--- src/rtl/boxcar_seq_ctrl.sv ---
// Sequencer for a runtime-length boxcar (moving-sum) datapath: flush, pointer generation,
// warm-up gating and decimated output strobes. Optional drop counter: BOXCAR_SEQ_CTRL_DROP_CNT_EN.
module boxcar_seq_ctrl #(
  parameter int ADDR_WIDTH  = 4,
  parameter int DECIM_WIDTH = 8
) (
  input  logic                   clk,
  input  logic                   rst,
  input  logic                   start,
  input  logic [ADDR_WIDTH:0]    length,
  input  logic [DECIM_WIDTH-1:0] decim,
  input  logic                   din_valid,
  output logic                   ram_we,
  output logic                   ram_wzero,
  output logic [ADDR_WIDTH-1:0]  wr_addr,
  output logic [ADDR_WIDTH-1:0]  rd_addr,
  output logic                   acc_clear,
  output logic                   acc_en,
  output logic                   dout_valid,
  output logic                   busy,
  output logic [1:0]             state
`ifdef BOXCAR_SEQ_CTRL_DROP_CNT_EN
  ,
  output logic [15:0]            drop_cnt
`endif
);

  typedef enum logic [1:0] {
    S_IDLE  = 2'd0,
    S_FLUSH = 2'd1,
    S_FILL  = 2'd2,
    S_RUN   = 2'd3
  } state_t;

  localparam logic [ADDR_WIDTH:0]    DEPTH_N = {1'b1, {ADDR_WIDTH{1'b0}}};
  localparam logic [ADDR_WIDTH:0]    ONE_N   = 1;
  localparam logic [ADDR_WIDTH-1:0]  ONE_A   = 1;
  localparam logic [DECIM_WIDTH-1:0] ONE_D   = 1;

  state_t                 state_q, state_d;
  logic [ADDR_WIDTH-1:0]  wr_addr_q, wr_addr_d;
  logic [ADDR_WIDTH:0]    fill_cnt_q, fill_cnt_d;
  logic [ADDR_WIDTH:0]    n_q, n_d;
  logic [DECIM_WIDTH-1:0] d_q, d_d;
  logic [DECIM_WIDTH-1:0] dec_cnt_q, dec_cnt_d;
  logic                   dout_valid_q, dout_valid_d;
  logic                   eligible;
  logic [DECIM_WIDTH-1:0] dec_base;

  always_comb begin
    state_d      = state_q;
    wr_addr_d    = wr_addr_q;
    fill_cnt_d   = fill_cnt_q;
    n_d          = n_q;
    d_d          = d_q;
    dec_cnt_d    = dec_cnt_q;
    dout_valid_d = 1'b0;
    ram_we       = 1'b0;
    ram_wzero    = 1'b0;
    acc_clear    = 1'b0;
    acc_en       = 1'b0;
    eligible     = 1'b0;
    dec_base     = dec_cnt_q;

    // start overrides everything; a coincident sample is dropped
    if (start) begin
      state_d   = S_FLUSH;
      wr_addr_d = '0;
      if (length == '0)          n_d = ONE_N;
      else if (length > DEPTH_N) n_d = DEPTH_N;
      else                       n_d = length;
      d_d = (decim == '0) ? ONE_D : decim;
    end else begin
      case (state_q)
        S_FLUSH: begin
          ram_we    = 1'b1;
          ram_wzero = 1'b1;
          acc_clear = (wr_addr_q == '0);
          wr_addr_d = wr_addr_q + ONE_A;
          if (wr_addr_q == '1) begin
            state_d    = S_FILL;
            fill_cnt_d = '0;
          end
        end
        S_FILL, S_RUN: begin
          if (din_valid) begin
            ram_we    = 1'b1;
            acc_en    = 1'b1;
            wr_addr_d = wr_addr_q + ONE_A;
            if (state_q == S_FILL) begin
              // Nth sample completes the window and restarts decimation at phase 0
              if (fill_cnt_q == n_q - ONE_N) begin
                state_d  = S_RUN;
                eligible = 1'b1;
                dec_base = '0;
              end else begin
                fill_cnt_d = fill_cnt_q + ONE_N;
              end
            end else begin
              eligible = 1'b1;
            end
          end
        end
        default: ;
      endcase
    end

    if (eligible) begin
      dout_valid_d = (dec_base == '0);
      dec_cnt_d    = (dec_base == d_q - ONE_D) ? '0 : dec_base + ONE_D;
    end
  end

  always_ff @(posedge clk or posedge rst) begin
    if (rst) begin
      state_q      <= S_IDLE;
      wr_addr_q    <= '0;
      fill_cnt_q   <= '0;
      n_q          <= ONE_N;
      d_q          <= ONE_D;
      dec_cnt_q    <= '0;
      dout_valid_q <= 1'b0;
    end else begin
      state_q      <= state_d;
      wr_addr_q    <= wr_addr_d;
      fill_cnt_q   <= fill_cnt_d;
      n_q          <= n_d;
      d_q          <= d_d;
      dec_cnt_q    <= dec_cnt_d;
      dout_valid_q <= dout_valid_d;
    end
  end

`ifdef BOXCAR_SEQ_CTRL_DROP_CNT_EN
  logic [15:0] drop_cnt_q, drop_cnt_d;

  always_comb begin
    drop_cnt_d = drop_cnt_q;
    if (start) begin
      drop_cnt_d = din_valid ? 16'd1 : 16'd0;
    end else if (din_valid && (state_q == S_IDLE || state_q == S_FLUSH) &&
                 drop_cnt_q != 16'hFFFF) begin
      drop_cnt_d = drop_cnt_q + 16'd1;
    end
  end

  always_ff @(posedge clk or posedge rst) begin
    if (rst) drop_cnt_q <= '0;
    else     drop_cnt_q <= drop_cnt_d;
  end

  assign drop_cnt = drop_cnt_q;
`endif

  // N=DEPTH gives rd_addr==wr_addr: the read-before-write RAM returns the oldest sample
  assign rd_addr    = (state_q == S_IDLE) ? '0 : wr_addr_q - n_q[ADDR_WIDTH-1:0];
  assign wr_addr    = wr_addr_q;
  assign dout_valid = dout_valid_q;
  assign busy       = (state_q == S_FLUSH) || (state_q == S_FILL);
  assign state      = state_q;

endmodule

--- config.mk ---
export PLATFORM = sky130hd
export DESIGN_NAME = boxcar_seq_ctrl
export DESIGN_NICKNAME = d
export VERILOG_FILES = /design/src/rtl/boxcar_seq_ctrl.sv
export SDC_FILE = /design/constraint.sdc
export NUM_CORES = 1
export LEC_CHECK = 0
export BUFFER_PORTS_ARGS = -buffer_cell sky130_fd_sc_hd__buf_4
export CORE_MARGIN = 2
export CORE_UTILIZATION = 52
export CTS_CLUSTER_SIZE = 20
export DETAILED_ROUTE_END_ITERATION = 10
export PLACE_DENSITY_LB_ADDON = 0.25
export SLEW_MARGIN = 10
export SYNTH_ARGS = -nofsm -noshare
export SYNTH_HDL_FRONTEND = slang
export SYNTH_SLANG_ARGS = --single-unit
--- constraint.sdc ---
create_clock -name clk -period 3.1 [get_ports clk]
set_clock_uncertainty 0.15 [all_clocks]
set_input_delay 0.155 -clock clk [delete_from_list [all_inputs] [get_ports clk]]
set_output_delay 0.155 -clock clk [all_outputs]
set_load 0.005 [all_outputs]
==> flow_metrics.tcl, run 1 <==
set metrics [dict create \
    status "finished, final reports clean" \
    gr-usage-all-layers_pct 22.6 \
    io_buffers 32 \
    die_x_um 71.8 \
    ys_ff_latch 33 \
    cts_buffers 5 \
    irDropWorstVdd_mv 0.410 \
    netlist_area_um2 2390 \
    cp-start-kind "flop" \
    total_leakage_power_nw 1.38 \
    fin_crit_sh_pct 98.0 \
    htreeDepth 2 \
    synthDistinctLibCells 61 \
    min_to "wr_addr[2]" \
    place_congestion 0.813 \
    critical_path.max_stage_delay_ps 540 \
    slew_headroom_pct 50.9 \
    core_um2 4380 \
    crit_top_cell "buf_4" \
    reg2reg_to "dec_cnt_q[0]" \
    antenna_found_initial 0 \
    vias_per_cell 5.71 \
    r2r_slack_ps 60 \
    final_max_slew_viol_count 0 \
    worst_ep_arrival_time_ps 3040 \
    fin_nets 343 \
    cp.buffers_inverters 3 \
    hold_depth 2 \
    fin_tns_setup_ps 0 \
    grt_max_degree 34 \
    synth-edff-count 0 \
    dp_cells 340 \
    postRouteAntennaNets 0 \
    ys_seq_area_share_pct 34.7 \
    grt_pass1_vias 2024 \
    synthArstFlopShare_pct 100 \
    stdcell_count 364 \
    wirelength_mm 5.49 \
    crit_chain "inv_2, ha_4, o21ba_1, a221o_1, a2111oi_4, buf_4, o2111ai_2, a222oi_1, buf_4, o31ai_1" \
    critPathSlowestCell "dfstp_2" \
    grt_overflow 0 \
    reg2regPathDepth 10 \
    power_w 0.00179 \
    fmaxAchievable_ghz 0.329 \
    num_antenna_cells 0 \
    holdCritStartpoint "start" \
    fp-row-count 24 \
    dp_hpwl_mm 3.81 \
    required_ps 3100 \
    yosysWarnings 0 \
    detail_route.first_pass.iterations 4 \
    clk_pin_slew_ps 70 \
    cp_max_fo 8 \
    fillCellCount 340 \
    clock_sinks 33 \
    tritoncts "built" \
    finalHoldViolations 0 \
    grt_pass1_wl_mm 9.09 \
    power_density_nw_per_um2 586 \
    hold_path.class "in2reg" \
    pin_count 33 \
    drc_errors 0 \
    clk_latency_ps 290 \
    endpoint_kind "flop" \
    cts-root-buf "clkbuf_8" \
    start_util_pct 54.5 \
    setup_viol 0 \
    syn_nets 290 \
    hold-worst-slack_ps 94.3 \
    die_h_um 71.8 \
    drtIter0Drc 144 \
    rr_startpoint "n_q[0]" \
    wl_per_cell_um 15.1 \
    postSynthAreaPerCell_um2 9.26 \
    critical_path.top_delay_family "compound AO/OA/AOI/OAI gates" \
    vias 2077 \
    worst-setup-path-type "reg2reg" \
    layout_setup_ws_ps 60.6 \
    area_growth_pct 27.6 \
    cap_violations 0 \
    finalCriticalPeriod_ps 3040 \
    dieArea_um2 5150 \
    worst_pin_slew_ps 731 \
    clockBufferDepth 2 \
    pre_cts_ws_ps -101 \
    ys.flop_type "dfrtp_1" \
    synthCells 258 \
    drive_gt1_share_pct 29.8 \
]
==> power breakdown <==
group          internal [W]  switching, W
registers          0.000492     0.0000930
clock network      0.000319      0.000168
logic              0.000375      0.000340
total               0.00119      0.000602
==> state kept, by name, summed over array words and instances, names as in the netlist <==
signal      count
d_q             8
dec_cnt_q       8
dout_valid      1
fill_cnt_q      5
n_q             5
state           2
wr_addr         4
==> synthesized netlist by cell type (5+ instances only) <==
| master | count | area (um2) |
|---|---|---|
| nor3_1 | 6 | 30.0 |
| nand2_1 | 16 | 60.1 |
| a22oi_1 | 5 | 37.5 |
| o21ai_0 | 15 | 75.1 |
| nor2_1 | 27 | 101 |
| ha_1 | 14 | 175 |
| o31ai_1 | 5 | 37.5 |
| xor2_1 | 13 | 114 |
| dfrtp_1 | 31 | 776 |
| mux2_2 | 8 | 90.1 |
| nand3_1 | 8 | 40.0 |
| nor2b_1 | 7 | 43.8 |
| xnor2_1 | 6 | 52.6 |
| inv_1 | 15 | 56.3 |
==> routing by layer <==
| layer | up-vias | routed length, um | global-route usage (%) |
|---|---|---|---|
| met5 | - | 0 | 0 |
| met4 | 0 | 111 | 8.60 |
| met3 | 10 | 221 | 4.64 |
| met2 | 49 | 2590 | 36.9 |
| met1 | 994 | 2560 | 29.5 |
| li1 | 1024 | - | - |
==> worst max path at each step <==
stage / to / start / depth (start not counted)
after floorplan: dec_cnt_q[3] / d_q[1] / 8
after global placement: dec_cnt_q[6] / n_q[0] / 12
after detailed placement: dec_cnt_q[6] / n_q[0] / 12
after CTS: dec_cnt_q[6] / n_q[0] / 12
after global routing: dec_cnt_q[3] / n_q[0] / 10
final: dec_cnt_q[0] / n_q[0] / 10
==> layout make-up <==
cell class                      count  area [um2]  share of cell area, %
Multi-Input combinational cell    201        1520                   49.9
Sequential cell                    33         828                   27.2
Timing Repair Buffer               55         445                   14.6
Clock buffer                        5        68.8                   2.26
Clock inverter                      3        65.1                   2.13
Tap cell                           52        65.1                   2.13
Inverter                           15        56.3                   1.85
==> cells by family (layout without fill, tap and decap cells) <==
kind of cell	after synthesis	count (layout)	synth area share (%)
and+or+nand+nor	100	100	23.1
AOI/OAI and AO/OA	55	55	16.4
DFF	33	33	34.7
buffers and inverters	24	78	4.35
xor gates and xnor gates	21	21	8.64
adders and majority gates	15	15	8.17
muxes	10	10	4.61
==> timing repair <==
| item | CTS | global route |
|---|---|---|
| buffers inserted | 1 | 3 |
| hold endpoints to repair | 43 | 0 |
| gates resized for setup | 0 | 11 |
| endpoints found under the setup margin | 2 | 8 |
| pin swaps | 1 | 6 |
| hold buffers | 13 | 0 |
==> stage by stage <==
stage                     util [%]  instance area, um2
after floorplan                  -                2420
after global placement        62.2                2730
after detailed placement      62.2                2730
after CTS                     68.4                3000
after global routing          69.6                3050
final                         69.6                3050
==> cell usage in the layout, fill, tap and decap left out, types with 3 or more instances in the layout <==
cell type      Yosys  layout
buf_4              1      42
dfrtp_1           31      31
nor2_1            27      27
nand2_1           16      16
inv_1             15      13
xor2_1            13      13
o21ai_0           15      13
dlygate4sd3_1      0      13
ha_1              14      11
mux2_2             8       8
nand3_1            8       7
xnor2_1            6       6
nor3_1             6       6
nor2b_1            7       5
o31ai_1            5       5
a22oi_1            5       5
clkbuf_8           0       5
o22ai_1            4       4
nand4_1            4       4
a21oi_1            4       4
and2_1             3       3
o21ai_1            1       3
or3_1              3       3
or4_1              4       3
or2_2              3       3
or3b_2             3       3
(Power assumes the default switching activity.)
==> inputs of run 2 (changes only) <==
CORE_ASPECT_RATIO = 0.5   (was default)
MAX_ROUTING_LAYER = met4   (was default)
==> run 2 against run 1 <==
Against the previous run:
- worst hold slack lost 14 ps
- register-to-register slack is essentially flat
- power shrank 9.1%
- routed wire length grew 2.0%
- final cell count up 1.9%
- critical path type unchanged
- highest routed layer unchanged
==> flow_metrics.tcl, run 2 (synthesis results as in run 1) <==
set metrics [dict create \
    cap_violations 0 \
    grt_pass1_vias 1970 \
    grt_overflow 0 \
    detail_route.first_pass.iterations 5 \
    place_congestion 0.821 \
    rr_startpoint "n_q[0]" \
    post_dp_cell_area_um2 2730 \
    hold-worst-slack_ps 80.0 \
    io_buffers 32 \
    cts_buffers 5 \
    dieArea_um2 5190 \
    clk_pin_slew_ps 70 \
    required_ps 3110 \
    cp_max_fo 8 \
    min_to "n_q[0]" \
    finalHoldViolations 0 \
    rsz0062_at_grt "yes" \
    fin_crit_sh_pct 97.9 \
    drive_gt1_share_pct 30.9 \
    drtIter0Drc 61 \
    finalCriticalPeriod_ps 3040 \
    stdcell_count 371 \
    fin_util_pct 69.1 \
    irDropWorstVdd_mv 0.520 \
    tritoncts "built" \
    postRouteAntennaNets 0 \
    drc_errors 0 \
    final_max_slew_viol_count 0 \
    status "finished, final reports clean" \
    clockBufferDepth 2 \
    reg2reg_to "dec_cnt_q[5]" \
    wirelength_mm 5.60 \
    clk_latency_ps 290 \
    fmaxAchievable_ghz 0.329 \
    reg_top3 "d_q (8), dec_cnt_q (8)" \
    setup_viol 0 \
    worst_pin_slew_ps 756 \
    hold_path.class "in2reg" \
    gr-usage-all-layers_pct 23.1 \
    core_um2 4400 \
    grt_max_degree 34 \
    fp-row-count 17 \
    holdCritStartpoint "length[0]" \
    pin_count 33 \
    fin_nets 345 \
    endpoint_kind "flop" \
    num_antenna_cells 0 \
    worst-setup-path-type "reg2reg" \
    cp-start-kind "flop" \
    antenna_found_initial 0 \
    dp_hpwl_mm 3.78 \
    reg2regPathDepth 11 \
    die_h_um 51.9 \
    grt_pass1_wl_mm 9.07 \
    vias_per_cell 5.68 \
    worst_ep_arrival_time_ps 3050 \
    clock_sinks 33 \
    start_util_pct 54.3 \
    mostFrequentLayoutCell "buf_4" \
    wl_per_cell_um 15.1 \
    die_x_um 99.9 \
    cts-root-buf "clkbuf_8" \
    r2r_slack_ps 60 \
    dp_cells 345 \
    htreeDepth 2 \
    hold_depth 5 \
    power_density_nw_per_um2 534 \
    layout_common_cells "buf_4, dfrtp_1, nor2_1, nand2_1, o21ai_0" \
    seqCellArea_um2 828 \
    total_leakage_power_nw 1.36 \
    stdcell_area_um2 3040 \
    area_growth_pct 27.3 \
    fillCellCount 333 \
    slew_headroom_pct 49.3 \
    multi_input_area_um2 1540 \
    vias 2106 \
]
[run 2: changes by cell type in the layout (fill, tap and decap cells not counted), sizes merged]
cell	previous run	this run
buf	42	44
bufinv	2	0
clkbuf	5	8
clkinv	1	0
[run 2: worst max path at each step]
stage,from,to,slack (ps),cells after the start
final,n_q[0],dec_cnt_q[5],60,11
after global routing,n_q[0],dec_cnt_q[5],-50,11
after floorplan,d_q[1],dec_cnt_q[3],-50,8
after global placement,n_q[0],dec_cnt_q[6],20,12
after detailed placement,n_q[0],dec_cnt_q[6],-60,12
after CTS,n_q[0],dec_cnt_q[6],40,12
[run 2: power breakdown]
group | switching, W | internal, W | total [W]
registers | 0.0000890 | 0.000492 | 0.000581
logic | 0.000340 | 0.000380 | 0.000721
clock network | 0.000163 | 0.000160 | 0.000323
total | 0.000593 | 0.00103 | 0.00162
[run 2: stage by stage]
stage	worst slack, ps	TNS [ps]	power [W]
2_1_floorplan	-46.7	-153	0.00103
3_3_place_gp	18.1	0	0.00125
3_5_place_dp	-64.3	-64.3	0.00126
4_1_cts	40.0	0	0.00160
5_1_grt	-51.9	-293	0.00174
6_report	64.9	0	0.00162
[run 2: worst max-delay path: stages, from the launching register on]
cell and delay (ps):
dfstp_2 540, inv_2 50, ha_4 170, o21ba_4 190, a221o_1 390, a2111oi_4 350, buf_4 200, buf_6 110
o2111ai_2 90, a222oi_1 330, buf_4 250, a22oi_2 90
[run 2: area by class of cell]
cell class              instances  area share [%]
clock buffers                   8            2.63
inverters                      15            1.85
multi-input cells             201            50.7
flip-flops and latches         33            27.2
well taps                      57            2.34
repair buffers                 57            15.3
[run 2: repair_timing]
item / in CTS / in global routing
pin swaps: 1 / 7
hold buffers: 13 / 0
endpoints found under the hold margin: 42 / 0
setup buffers: 2 / 3
cloned: 0 / 0
setup endpoints to repair: 1 / 8
resized for setup: 0 / 16
[run 2: per-layer routing]
layer	vias to the layer above	GRT usage [%]	routed length, um
met5	-	-	0
met4	0	5.48	33
met3	6	4.44	227
met2	52	38.2	2610
met1	1022	30.0	2730
li1	1026	-	-
